[src/rtl/uc_multicycle_pkg.sv]
// Shared types and encodings for the RV32I multi-cycle control unit.
package uc_pkg;

  typedef enum logic [3:0] {
    FETCH    = 4'd0,
    DECODE   = 4'd1,
    EX_R     = 4'd2,
    EX_I     = 4'd3,
    AUIPC    = 4'd4,
    WB_ALU   = 4'd5,
    LUI      = 4'd6,
    MEM_ADDR = 4'd7,
    MEM_RD   = 4'd8,
    WB_MEM   = 4'd9,
    MEM_WR   = 4'd10,
    BRANCH   = 4'd11,
    JAL      = 4'd12,
    JALR     = 4'd13,
    ILLEGAL  = 4'd14,
    HALT     = 4'd15
  } state_t;

  localparam logic [6:0] OP_R      = 7'b0110011;
  localparam logic [6:0] OP_I      = 7'b0010011;
  localparam logic [6:0] OP_LOAD   = 7'b0000011;
  localparam logic [6:0] OP_STORE  = 7'b0100011;
  localparam logic [6:0] OP_BRANCH = 7'b1100011;
  localparam logic [6:0] OP_JAL    = 7'b1101111;
  localparam logic [6:0] OP_JALR   = 7'b1100111;
  localparam logic [6:0] OP_LUI    = 7'b0110111;
  localparam logic [6:0] OP_AUIPC  = 7'b0010111;

  localparam logic [1:0] RF_MEM = 2'b00;
  localparam logic [1:0] RF_ALU = 2'b01;
  localparam logic [1:0] RF_PC4 = 2'b10;
  localparam logic [1:0] RF_IMM = 2'b11;

  localparam logic [1:0] ALU_ADD   = 2'b00;
  localparam logic [1:0] ALU_FUNCT = 2'b01;
  localparam logic [1:0] ALU_CMP   = 2'b10;

  function automatic logic is_mem_state(input state_t s);
    return (s == FETCH) || (s == MEM_RD) || (s == MEM_WR);
  endfunction

endpackage

[src/rtl/uc_multicycle_if.sv]
// Memory request/ready handshake between the control unit and the memory port.
interface uc_multicycle_if;
  logic mem_req;
  logic mem_ready;
  logic WE_MEM;
  logic addr_sel;

  modport master (output mem_req, output WE_MEM, output addr_sel, input mem_ready);
  modport slave  (input mem_req, input WE_MEM, input addr_sel, output mem_ready);
endinterface

[src/rtl/uc_multicycle_mem_wait.sv]
// Memory wait counter; expired fires on the last allowed waiting cycle (never when MEM_TIMEOUT is 0).
module uc_mem_wait #(
  parameter int unsigned MEM_TIMEOUT = 15,
  parameter int unsigned TMO_W       = 4
) (
  input  logic clk,
  input  logic reset_n,
  input  logic req,
  input  logic ready,
  input  logic clear,
  output logic expired
);

  localparam logic [TMO_W-1:0] LAST = TMO_W'((MEM_TIMEOUT == 0) ? 32'd0 : MEM_TIMEOUT - 32'd1);

  logic [TMO_W-1:0] cnt;

  always_ff @(posedge clk or negedge reset_n) begin
    if (!reset_n)            cnt <= '0;
    else if (clear)          cnt <= '0;
    else if (req && !ready)  cnt <= cnt + TMO_W'(1);
  end

  // Firing on the count of already-elapsed waits gives exactly MEM_TIMEOUT waiting cycles.
  assign expired = (MEM_TIMEOUT != 0) && req && !ready && (cnt == LAST);

endmodule

[src/rtl/uc_multicycle.sv]
// Multi-cycle RV32I control FSM with memory handshake timeout.
// Define UC_ILLEGAL_TRAP_EN to halt on illegal opcodes and expose illegal_op.
module uc_multicycle
  import uc_pkg::*;
#(
  parameter int unsigned MEM_TIMEOUT = 15,
  parameter int unsigned TMO_W       = 4
) (
  input  logic                   clk,
  input  logic                   reset_n,
  uc_multicycle_if.master        mem,
  input  logic [6:0]             opcode,
  input  logic [2:0]             funct3,
  input  logic                   branch_taken,
  output logic                   WE_RF,
  output logic [1:0]             RF_din_sel,
  output logic                   ULA_din1_sel,
  output logic                   ULA_din2_sel,
  output logic [1:0]             alu_op,
  output logic                   load_ir,
  output logic                   load_pc,
  output logic                   pc_next_sel,
  output logic                   pc_adder_sel,
  output logic                   mem_err
`ifdef UC_ILLEGAL_TRAP_EN
  ,
  output logic                   illegal_op
`endif
);

  state_t state, next;
  logic   req_int, we_mem_int, expired, clear;
  logic   funct3_unused;

  assign funct3_unused = ^funct3;

  assign req_int = is_mem_state(state);
  assign clear   = is_mem_state(next) && (next != state);

  uc_mem_wait #(
    .MEM_TIMEOUT (MEM_TIMEOUT),
    .TMO_W       (TMO_W)
  ) u_wait (
    .clk     (clk),
    .reset_n (reset_n),
    .req     (req_int),
    .ready   (mem.mem_ready),
    .clear   (clear),
    .expired (expired)
  );

  always_ff @(posedge clk or negedge reset_n) begin
    if (!reset_n) begin
      state   <= FETCH;
      mem_err <= 1'b0;
    end else begin
      state <= next;
      if (expired) mem_err <= 1'b1;
    end
  end

  always_comb begin
    next         = state;
    we_mem_int   = 1'b0;
    mem.addr_sel = 1'b0;
    WE_RF        = 1'b0;
    RF_din_sel   = RF_MEM;
    ULA_din1_sel = 1'b0;
    ULA_din2_sel = 1'b0;
    alu_op       = ALU_ADD;
    load_ir      = 1'b0;
    load_pc      = 1'b0;
    pc_next_sel  = 1'b0;
    pc_adder_sel = 1'b0;
    case (state)
      FETCH: begin
        mem.addr_sel = 1'b1;
        if (expired)            next = HALT;
        else if (mem.mem_ready) begin
          load_ir = 1'b1;
          next    = DECODE;
        end
      end
      DECODE: begin
        case (opcode)
          OP_R:               next = EX_R;
          OP_I:               next = EX_I;
          OP_LOAD, OP_STORE:  next = MEM_ADDR;
          OP_BRANCH:          next = BRANCH;
          OP_JAL:             next = JAL;
          OP_JALR:            next = JALR;
          OP_LUI:             next = LUI;
          OP_AUIPC:           next = AUIPC;
          default:            next = ILLEGAL;
        endcase
      end
      EX_R: begin
        alu_op = ALU_FUNCT;
        next   = WB_ALU;
      end
      EX_I: begin
        alu_op       = ALU_FUNCT;
        ULA_din2_sel = 1'b1;
        next         = WB_ALU;
      end
      AUIPC: begin
        ULA_din1_sel = 1'b1;
        ULA_din2_sel = 1'b1;
        next         = WB_ALU;
      end
      WB_ALU: begin
        // IR is stable until the next fetch, so the opcode recovers which ALU setup to hold.
        WE_RF        = 1'b1;
        RF_din_sel   = RF_ALU;
        load_pc      = 1'b1;
        ULA_din1_sel = (opcode == OP_AUIPC);
        ULA_din2_sel = (opcode != OP_R);
        alu_op       = (opcode == OP_AUIPC) ? ALU_ADD : ALU_FUNCT;
        next         = FETCH;
      end
      LUI: begin
        WE_RF      = 1'b1;
        RF_din_sel = RF_IMM;
        load_pc    = 1'b1;
        next       = FETCH;
      end
      MEM_ADDR: begin
        ULA_din2_sel = 1'b1;
        next         = (opcode == OP_STORE) ? MEM_WR : MEM_RD;
      end
      MEM_RD: begin
        if (expired)            next = HALT;
        else if (mem.mem_ready) next = WB_MEM;
      end
      WB_MEM: begin
        WE_RF      = 1'b1;
        RF_din_sel = RF_MEM;
        load_pc    = 1'b1;
        next       = FETCH;
      end
      MEM_WR: begin
        we_mem_int = 1'b1;
        if (expired) next = HALT;
        else if (mem.mem_ready) begin
          load_pc = 1'b1;
          next    = FETCH;
        end
      end
      BRANCH: begin
        alu_op       = ALU_CMP;
        load_pc      = 1'b1;
        pc_adder_sel = branch_taken;
        next         = FETCH;
      end
      JAL: begin
        WE_RF        = 1'b1;
        RF_din_sel   = RF_PC4;
        load_pc      = 1'b1;
        pc_adder_sel = 1'b1;
        next         = FETCH;
      end
      JALR: begin
        ULA_din2_sel = 1'b1;
        WE_RF        = 1'b1;
        RF_din_sel   = RF_PC4;
        load_pc      = 1'b1;
        pc_next_sel  = 1'b1;
        next         = FETCH;
      end
      ILLEGAL: begin
`ifdef UC_ILLEGAL_TRAP_EN
        next = HALT;
`else
        load_pc = 1'b1;
        next    = FETCH;
`endif
      end
      HALT:    next = HALT;
      default: next = FETCH;
    endcase
  end

  // Gated by reset_n so an access in flight is withdrawn the moment reset asserts.
  assign mem.mem_req = req_int & reset_n;
  assign mem.WE_MEM  = we_mem_int & reset_n;

`ifdef UC_ILLEGAL_TRAP_EN
  assign illegal_op = (state == HALT) && !mem_err;
`endif

endmodule

[src/flat_wrapper.sv]
// flat-port wrapper written by rule: the top's interface ports become plain ports
module uc_multicycle_flat import uc_pkg::*;
#(
  parameter int unsigned MEM_TIMEOUT = 15,
  parameter int unsigned TMO_W       = 4
)
  (clk, reset_n, opcode, funct3, branch_taken, WE_RF, RF_din_sel, ULA_din1_sel, ULA_din2_sel, alu_op, load_ir, load_pc, pc_next_sel, pc_adder_sel, mem_err, mem_mem_req, mem_WE_MEM, mem_addr_sel, mem_mem_ready);
  uc_multicycle_if mem_i ();
  input  logic clk;
  input  logic reset_n;
  input  logic [6:0] opcode;
  input  logic [2:0] funct3;
  input  logic branch_taken;
  output logic WE_RF;
  output logic [1:0] RF_din_sel;
  output logic ULA_din1_sel;
  output logic ULA_din2_sel;
  output logic [1:0] alu_op;
  output logic load_ir;
  output logic load_pc;
  output logic pc_next_sel;
  output logic pc_adder_sel;
  output logic mem_err;
  output wire logic [$bits(mem_i.mem_req)-1:0] mem_mem_req;
  output wire logic [$bits(mem_i.WE_MEM)-1:0] mem_WE_MEM;
  output wire logic [$bits(mem_i.addr_sel)-1:0] mem_addr_sel;
  input wire logic [$bits(mem_i.mem_ready)-1:0] mem_mem_ready;
  assign mem_mem_req = mem_i.mem_req;
  assign mem_WE_MEM = mem_i.WE_MEM;
  assign mem_addr_sel = mem_i.addr_sel;
  assign mem_i.mem_ready = mem_mem_ready;
  uc_multicycle #(.MEM_TIMEOUT(MEM_TIMEOUT), .TMO_W(TMO_W)) u_core (.clk(clk), .reset_n(reset_n), .mem(mem_i), .opcode(opcode), .funct3(funct3), .branch_taken(branch_taken), .WE_RF(WE_RF), .RF_din_sel(RF_din_sel), .ULA_din1_sel(ULA_din1_sel), .ULA_din2_sel(ULA_din2_sel), .alu_op(alu_op), .load_ir(load_ir), .load_pc(load_pc), .pc_next_sel(pc_next_sel), .pc_adder_sel(pc_adder_sel), .mem_err(mem_err));
endmodule
[config.mk]
export PLATFORM = sky130hd
export DESIGN_NAME = uc_multicycle_flat
export DESIGN_NICKNAME = d
export VERILOG_FILES = /design/src/rtl/uc_multicycle_pkg.sv /design/src/rtl/uc_multicycle_if.sv /design/src/rtl/uc_multicycle_mem_wait.sv /design/src/rtl/uc_multicycle.sv /design/src/flat_wrapper.sv
export SDC_FILE = /design/constraint.sdc
export NUM_CORES = 1
export LEC_CHECK = 0
export ABC_AREA = 0
export CORE_UTILIZATION = 49
export CTS_BUF_LIST = sky130_fd_sc_hd__clkbuf_4 sky130_fd_sc_hd__clkbuf_8
export DETAILED_ROUTE_END_ITERATION = 10
export GPL_TIMING_DRIVEN = 0
export PLACE_DENSITY_LB_ADDON = 0.1
export SYNTH_ARGS = -nofsm -noshare
export SYNTH_HDL_FRONTEND = slang
export SYNTH_SLANG_ARGS = --single-unit
[constraint.sdc]
create_clock -name clk -period 2.28 [get_ports clk]
set_input_delay 0.342 -clock clk [delete_from_list [all_inputs] [get_ports clk]]
set_output_delay 0.342 -clock clk [all_outputs]
set_load 0.01 [all_outputs]
; ---- After elaboration in Yosys (flattened, before gate mapping)
; Cells that the tools add are included.
[op_classes]
n_addsub = 1
eq_ne = 29
muxes = 25
bitwise = 2
reduce_logical = 18
[op_table]
columns = op, count
row1 = one-hot mux 4 bit (8 select lines), 2
row2 = == test 4 bit (second input constant), 11
row3 = two-way mux 4 bit, 8
row4 = == test 7 x 6 -> 1 bit (second input constant), 3
row5 = == test 7 bit (second input constant), 3
row6 = == test 4 x 3 -> 1 bit (second input constant), 4
row7 = == test 7 x 5 -> 1 bit (second input constant), 2
row8 = one-hot mux 2 bit (3 select lines), 2
row9 = == test 4 x 2 -> 1 bit (second input constant), 2
row10 = logical NOT 4 bit, 2
row11 = two-way mux 1 bit, 8
row12 = one-hot mux 1 bit (2 select lines), 4
row13 = == test 7 x 2 -> 1 bit (second input constant), 1
row14 = != test 7 x 6 -> 1 bit (second input constant), 1
row15 = OR reduction 7 bit, 1
row16 = OR reduction 2 bit, 3
row17 = OR reduction 5 bit, 1
row18 = adder 4 x 1 -> 4 bit (second input constant), 1
row19 = == test 4 x 1 -> 1 bit (second input constant), 1
row20 = logical OR 1 bit, 4
row21 = != test 4 bit, 1
row22 = OR reduction 4 bit, 1
row23 = logical AND 1 bit, 3
row24 = OR reduction 3 bit, 1
row25 = 4 further kinds, 5
[totals]
ff_bits = 9
in_bits = 14
out_inout_bits = 15
elab_cells = 78

; ---- Logic depth before layout (Yosys ltp)
; Gate-level depths: netlist of run 1.
[depth]
word_depth = 12
ltp_mapped = 8
mapped_depth_nobuf = 8

; ---- Cells and area by module
; From an unflattened synthesis of run 1, not the netlist that was laid out.
[hier_totals]
hier_cells = 123
hier_area_um2 = 943.4
[modules_own_cells]
columns = module, instances, cells_each, area_each_um2, seq_area_each_um2
row1 = uc_multicycle, 1, 102, 713.2, 125.1
row2 = uc_mem_wait, 1, 21, 230.2, 100.1

; ---- Worst setup path before layout of run 1
; Ideal clock, no wire load.
[synth_timing]
path_kind = register -> register
start = reg u_core.u_wait.cnt[0]
end = reg u_core.u_wait.cnt[0]
setup_ns = 0.134
arrival_ns = 1.820
required_time_ns = 2.146
slack_ns = 0.327
path_stages_with_launch = 8
path_buffers = 0
synth_period_minus_slack_ns = 1.953
path_cell_list = dfrtp_1 inv_1 ha_1 nand4b_1 or3_4 a22o_4 a2111oi_4 a21oi_1
[synth_via]
elab_chain_len = 9
elab_cells_between_ends = 17
classes_between = 1 x add/sub / 4 x eq/ne / 6 x mux / 6 x reduce/logical
[synth_lines]
columns = item, line_no
row1 = start: declaration, uc_multicycle_mem_wait.sv:16  ; logic [TMO_W-1:0] cnt;
row2 = start signal: assignment, uc_multicycle_mem_wait.sv:21  ; else if (req && !ready) cnt <= cnt + TMO_W'(1);
row3 = == test 4 bit, uc_multicycle_mem_wait.sv:25  ; assign expired = (MEM_TIMEOUT != 0) && req && !ready && (cnt == LAST);
row4 = logical AND 1 bit, uc_multicycle_mem_wait.sv:25
row5 = two-way mux 4 bit (on tied branches), "uc_multicycle.sv:143, uc_multicycle.sv:78, uc_multicycle.sv:132"
row6 = one-hot mux 4 bit (8 select lines), uc_multicycle.sv:75  ; case (state)
row7 = == test 4 bit or logical NOT 4 bit (tied branches), uc_multicycle_pkg.sv:43  ; return (s == FETCH) || (s == MEM_RD) || (s == MEM_WR);
row8 = logical OR 1 bit (2 in a row), uc_multicycle_pkg.sv:43
row9 = logical AND 1 bit, uc_multicycle.sv:38  ; assign clear = is_mem_state(next) && (next != state);
row10 = two-way mux 4 bit or nonzero test 2 bit (tied branches), --
; Several ways; a longest one is shown, not always the timed one. The select of a mux whose other input is x is not followed.
; A chain may end at the register's enable or synchronous reset.

; ---- Worst setup path after layout of run 1
[layout_timing]
start = reg u_core.state[2]
end = out load_ir
[layout_via]
elab_chain_len = 7
elab_cells_between_ends = 9
classes_between = 2 x eq/ne / 2 x mux / 5 x reduce/logical
[layout_lines]
columns = item, line_no
row1 = start: declaration, uc_multicycle.sv:31  ; state_t state, next;
row2 = start signal: assignment, uc_multicycle.sv:57  ; state <= next;
row3 = == test 4 bit or logical NOT 4 bit (tied branches), "uc_multicycle_pkg.sv:43, uc_multicycle.sv:75"
row4 = logical OR 1 bit (2 in a row), uc_multicycle_pkg.sv:43
row5 = logical AND 1 bit (2 in a row), uc_multicycle_mem_wait.sv:25
row6 = two-way mux 1 bit, uc_multicycle.sv:78  ; if (expired) next = HALT;
row7 = two-way mux 1 bit (*), uc_multicycle.sv:75
row8 = end: declaration, flat_wrapper.sv:19  ; output logic load_ir;
; Every way passes the cells marked *; elsewhere a longest branch is shown, timed or not.

==> flow_summary.json, run 1 <==
{
  "status": "finished clean",
  "fin_nets": 186,
  "reg2regPathDepth": 7,
  "firstDrtPassIters": 4,
  "ios": 29,
  "crit_start": "u_core.state[2]$_DFF_PN0_",
  "overflow": 0,
  "multi_input_area_um2": 782.0,
  "setup.worst_path.end_class": "output pin",
  "cts_tree": "yes",
  "async_reset_ff_frac": 1.000,
  "crit_type": "reg -> out",
  "row_count": 16,
  "grt_max_degree": 12,
  "dr.first_iter.drc_count": 46,
  "worst_slack_ps": 80.71,
  "fin_tns_setup_ps": 0,
  "grt_pass1_vias": 951,
  "area_growth_pct": 37.63,
  "r2r-start": "u_core.u_wait.cnt[0]$_DFFE_PN0P_",
  "power_mw": 1.752,
  "p_seq_frac": 0.143,
  "numCtsBuffers": 3,
  "crit_fanout": 10,
  "coreArea_um2": 1982,
  "fmax_mhz": 454.7,
  "clockBufferDepth": 2,
  "initial_utilization": 0.5284,
  "sw_frac_of_total": 0.4842,
  "layout_commonest_cell": "a21oi_1",
  "design.die.area_um2": 2326,
  "final_cell_mix": "a21oi_1, nand2_1, nor2_1, clkdlybuf4s50_1",
  "clk_latency_ps": 250,
  "dieHeight_um": 48.23,
  "grt_use_total": 0.2607,
  "cellLeakagePower_nw": 0.6792,
  "p_sw_mw": 0.8481,
  "r2r_end": "u_core.u_wait.cnt[3]$_DFFE_PN0P_",
  "wl_per_cell_um": 15.05,
  "synth_edf_count": 0,
  "start_kind": "flip-flop",
  "post-route-drc-count": 0,
  "gp_congestion": 0.8395,
  "postSynthCellCount": 139,
  "synth-seq-cells": 9,
  "synth.cell_area_um2": 1047,
  "rsz0062_at_grt": "yes",
  "critPathCapture": "load_ir",
  "cts.clk_slew.worst_paths_ps": 60,
  "slew_headroom": 0.6323,
  "pwr_density_cell_nw_per_um2": 1215,
  "portBuffers": 24,
  "critPathArrivalTime_ps": 1860,
  "grt_pass1_wl_um": 4215,
  "cap_violations": 0,
  "ctsHtreeMaxLevel": 1,
  "clock_sinks": 9,
  "num_vias": 1176,
  "drt_wl_total_um": 2949,
  "setup_viol": 0,
  "dp_hpwl_um": 2147,
  "p_comb_frac": 0.783,
  "ys_types": 48,
  "p_clk_frac": 0.075,
  "seq_area_um2": 225.2,
  "pre_cts_slack_ps": -280.6,
  "drive_gt1_frac": 0.1420,
  "yosysTopAreaCellShare": 0.2151,
  "root_buffer": "clkbuf_4",
  "hp-class": "in -> async",
  "nFillCells": 160,
  "syn_nets": 155,
  "finalHoldViolCount": 0,
  "yosysSeqAreaShare": 0.2151,
  "min_period_ps": 2199,
  "report.final.slew_viol_count": 0,
  "antenna_left": 0,
  "yosys_warnings": 0,
  "ys.flop_type": "dfrtp_1",
  "via_per_inst": 6.000,
  "avgSynthCellArea_um2": 7.534,
  "finish.utilization": 0.7273,
  "tightest_slew_ps": 547.4,
  "die_x_um": 48.23,
  "yosysTopAreaCell": "dfrtp_1",
  "diodes": 0,
  "internal-power_mw": 0.9036,
  "antenna_found_initial": 0,
  "finalCritPeriodShare": 0.9646,
  "clock_skew_ps": 3.007,
  "yosys-top-cells-area": "dfrtp_1, a21oi_1, nand2_1",
  "ir_drop_mv": 0.9994,
  "cp.required_ps": 1940,
  "rrSetupSlack_ps": 130
}
-- worst min-delay path by stage --
stage                                    start                               end  slack (ps)  depth (start not counted)
detailed placement  u_core.mem_err$_DFFE_PN0N_        u_core.mem_err$_DFFE_PN0N_         470                          1
finish                                 reset_n  u_core.u_wait.cnt[1]$_DFFE_PN0P_         140                          1
global route                           reset_n  u_core.u_wait.cnt[2]$_DFFE_PN0P_         180                          1
floorplan                              reset_n        u_core.mem_err$_DFFE_PN0N_          50                          0
CTS                                    reset_n  u_core.u_wait.cnt[1]$_DFFE_PN0P_         140                          1
global placement    u_core.mem_err$_DFFE_PN0N_        u_core.mem_err$_DFFE_PN0N_         450                          1
-- Yosys cell counts, types with 2 or more instances --
master      n
buf_2       3
nand2b_1    7
a211o_1     2
nor4_1      2
dfrtp_1     9
o2111ai_1   2
buf_6       2
and3_1      2
xor2_1      2
a21oi_1    14
o21ai_0     7
nor2_1     11
nor3_1      6
clkbuf_1    6
a31oi_1     2
nor2b_1     4
nand2_1    12
ha_1        2
nand3b_1    2
o22ai_1     2
and2_1      4
nor4b_1     2
nand3_1     4
inv_1       6
-- critical path: stages, from the launching register on --
cell	delay, ps
dfrtp_1	410
buf_6	160
nor4_4	330
and2_1	170
clkdlybuf4s50_1	540
-- area by class of cell --
cell class / instances / area share
tap: 27 / 0.02344
timing repair buffer: 26 / 0.1762
buffer: 11 / 0.06510
inverter: 6 / 0.01563
sequential: 9 / 0.1563
clock buffer: 4 / 0.02083
multi-input combinational: 113 / 0.5425
-- layer usage --
layer  track usage  vias up  share of wire
met1        0.3462      540           0.42
met5             0        -              0
met3       0.02593        6          0.055
met2        0.4213       63           0.50
met4        0.1278        0          0.018
li1              -      567              -
-- logic make-up after synthesis --
logic type / share of synthesized area
xor gates and xnor gates: 0.02509
AOI/OAI and AO/OA: 0.2736
and+or+nand+nor: 0.3740
buffers and inverters: 0.07884
DFF: 0.2151
muxes: 0.009558
adders and majority gates: 0.02389
-- registers in the layout (all words and copies together) (netlist names) --
register,cells
u_core.state,4
u_core.u_wait.cnt,4
u_core.mem_err,1
-- metrics by stage --
stage	instance area (µm²)	cells	hold WS (ps)
2_1_floorplan	1047	139	46.41
5_1_grt	1441	196	183.0
3_5_place_dp	1321	190	466.4
3_3_place_gp	1321	190	449.8
4_1_cts	1386	195	143.9
6_report	1441	196	144.4
-- repair_timing --
action / CTS / global route
buffers inserted: 1 / 1
resized for setup: 23 / 14
setup endpoints to repair: 15 / 11
hold buffers: 0 / 0
pin swaps: 2 / 1
-- power by group through the flow --
stage	registers (mW)	logic [mW]	clock network, mW
2_1_floorplan	0.240	0.894	0
3_3_place_gp	0.247	1.27	0
3_5_place_dp	0.251	1.29	0
4_1_cts	0.248	1.32	0.139
5_1_grt	0.255	1.48	0.147
6_report	0.250	1.37	0.131
(Power assumes the default switching activity.)
==> inputs of run 2 (changes only) <==
--- a/config.mk
+++ b/config.mk
@@ -12,4 +12,6 @@
 export GPL_TIMING_DRIVEN = 0
 export PLACE_DENSITY_LB_ADDON = 0.1
+export RECOVER_POWER = 50
+export SKIP_LAST_GASP = 1
 export SYNTH_ARGS = -nofsm -noshare
 export SYNTH_HDL_FRONTEND = slang
==> constraint.sdc (replaced) <==
create_clock -name clk -period 2.28 [get_ports clk]
set_input_delay 0.342 -clock clk [delete_from_list [all_inputs] [get_ports clk]]
set_output_delay 0.342 -clock clk [all_outputs]
set_load 0.02 [all_outputs]
==> run 2 against run 1 <==
Net effect: maximum frequency fell by 0.93%; non-clock buffer count fell by 2; worst setup slack got worse by 21 ps; first-iteration DRC count fell by 13%; sequential cell count did not move; critical path depth rose by 3; cell area fell by 4.6%; critical endpoint is now load_pc.
==> flow_summary.json, run 2 (same netlist as run 1, synthesis figures left out) <==
{
  "design_area_um2": 1375,
  "design.die.area_um2": 2326,
  "clk_latency_ps": 260,
  "clock_sinks": 9,
  "cp_common_cell": "clkbuf_4",
  "r2r-start": "u_core.u_wait.cnt[0]$_DFFE_PN0P_",
  "postCtsSetupBuffers": 0,
  "pwr_density_cell_nw_per_um2": 1279,
  "tightest_slew_ps": 552.1,
  "min_period_ps": 2220,
  "rrSetupSlack_ps": 110,
  "crit_fanout": 10,
  "clock_skew_ps": 3.049,
  "cp.required_ps": 1940,
  "overflow": 0,
  "row_count": 16,
  "pre_cts_slack_ps": -280.6,
  "dpl-instance-area_um2": 1321,
  "dp_hpwl_um": 2147,
  "max_stage_delay_ps": 400,
  "numCtsBuffers": 3,
  "fmax_mhz": 450.5,
  "root_buffer": "clkbuf_4",
  "slew_headroom": 0.6291,
  "fin_tns_setup_ps": 0,
  "grt_pass1_wl_um": 4167,
  "rsz0062_at_grt": "yes",
  "layout_commonest_cell": "a21oi_1",
  "gp_congestion": 0.8395,
  "nFillCells": 164,
  "antenna_found_initial": 0,
  "drive_gt1_frac": 0.1317,
  "area_growth_pct": 31.30,
  "fin_nets": 184,
  "report.final.slew_viol_count": 0,
  "clockBufferDepth": 2,
  "cts_tree": "yes",
  "status": "finished clean",
  "reg_top3": "u_core.state (4), u_core.u_wait.cnt (4), u_core.mem_err (1)",
  "crit_slowest_cell": "dfrtp_1",
  "critPathArrivalTime_ps": 1880,
  "antenna_left": 0,
  "via_per_inst": 5.948,
  "reg2regPathDepth": 7,
  "dr.first_iter.drc_count": 40,
  "num_vias": 1154,
  "final_cell_mix": "a21oi_1, nand2_1, nor2_1",
  "portBuffers": 24,
  "stdcell_count": 194,
  "r2r_end": "u_core.u_wait.cnt[3]$_DFFE_PN0P_",
  "crit_chain": "clkbuf_4 > clkbuf_4 > and2_1 > o22a_1 > nor2_1 > nor3_1 > clkbuf_2",
  "firstDrtPassIters": 4,
  "drt_wl_total_um": 2774,
  "start_kind": "flip-flop",
  "grt_pass1_vias": 935,
  "diodes": 0,
  "hp-class": "in -> async",
  "grt_max_degree": 12,
  "die_x_um": 48.23,
  "ir_drop_mv": 0.8934,
  "cts.clk_slew.worst_paths_ps": 60,
  "dieHeight_um": 48.23,
  "setup.worst_path.end_class": "output pin",
  "ctsHtreeMaxLevel": 1,
  "coreArea_um2": 1982,
  "wl_per_cell_um": 14.30,
  "grt_use_total": 0.2569,
  "worst_slack_ps": 60.04,
  "power_mw": 1.759,
  "crit_type": "reg -> out",
  "cellLeakagePower_nw": 0.6347,
  "initial_utilization": 0.5284,
  "post-route-drc-count": 0,
  "finalHoldViolCount": 0,
  "finalCritPeriodShare": 0.9737,
  "dp_cells": 190,
  "ios": 29,
  "cap_violations": 0,
  "setup_viol": 0
}
-- run 2: final cells by class --
type                    instances  area, µm²  share of cell area
flip-flops and latches          9      225.2              0.1638
repair buffers                 24      224.0              0.1629
clock buffers                   4      30.03             0.02184
well taps                      27      33.78             0.02457
inverters                       6      22.52             0.01638
multi-input cells             113      760.7              0.5532
plain buffers                  11      78.83             0.05732
-- run 2: how the worst max path moves through the flow --
stage | start | endpoint | depth (start not counted)
finish | u_core.state[2]$_DFF_PN0_ | load_pc | 7
global route | u_core.state[2]$_DFF_PN0_ | load_pc | 7
CTS | u_core.state[2]$_DFF_PN0_ | load_pc | 7
detailed placement | mem_mem_ready | u_core.u_wait.cnt[2]$_DFFE_PN0P_ | 6
global placement | mem_mem_ready | u_core.u_wait.cnt[3]$_DFFE_PN0P_ | 6
floorplan | u_core.state[0]$_DFF_PN0_ | load_ir | 3
-- run 2: layer usage --
layer / vias to the layer above / global-route usage / wire [µm] / share of wire
li1: 567 / - / - / -
met3: 6 / 0.02593 / 178 / 0.064
met4: 0 / 0.1222 / 59 / 0.021
met5: - / 0 / 0 / 0
met1: 520 / 0.3508 / 1191 / 0.43
met2: 61 / 0.4053 / 1345 / 0.48
-- run 2: repair_timing --
action / in CTS / in global routing
hold buffers: 0 / 0
setup endpoints to repair: 15 / 12
gates resized for setup: 24 / 14
-- run 2: through the flow --
step | utilization | hold slack (ps)
2_1_floorplan | - | 46.41
3_3_place_gp | 0.6667 | 449.8
3_5_place_dp | 0.6667 | 466.4
4_1_cts | 0.6875 | 143.9
5_1_grt | 0.6938 | 180.0
6_report | 0.6938 | 147.0
-- run 2: power by group --
| group | internal [mW] | leakage (nW) | switching, mW |
|---|---|---|---|
| clock network | 0.0792 | 0.0184 | 0.0534 |
| registers | 0.207 | 0.120 | 0.0427 |
| logic | 0.568 | 0.497 | 0.808 |
| total | 0.854 | 0.635 | 0.904 |
-- run 2: critical path, delay by kind of cell, from the launching register on --
kind	cells	cell delay, ps
AOI/OAI and AO/OA	1	160
and+or+nand+nor	3	390
buffers and inverters	3	660
DFF	1	400
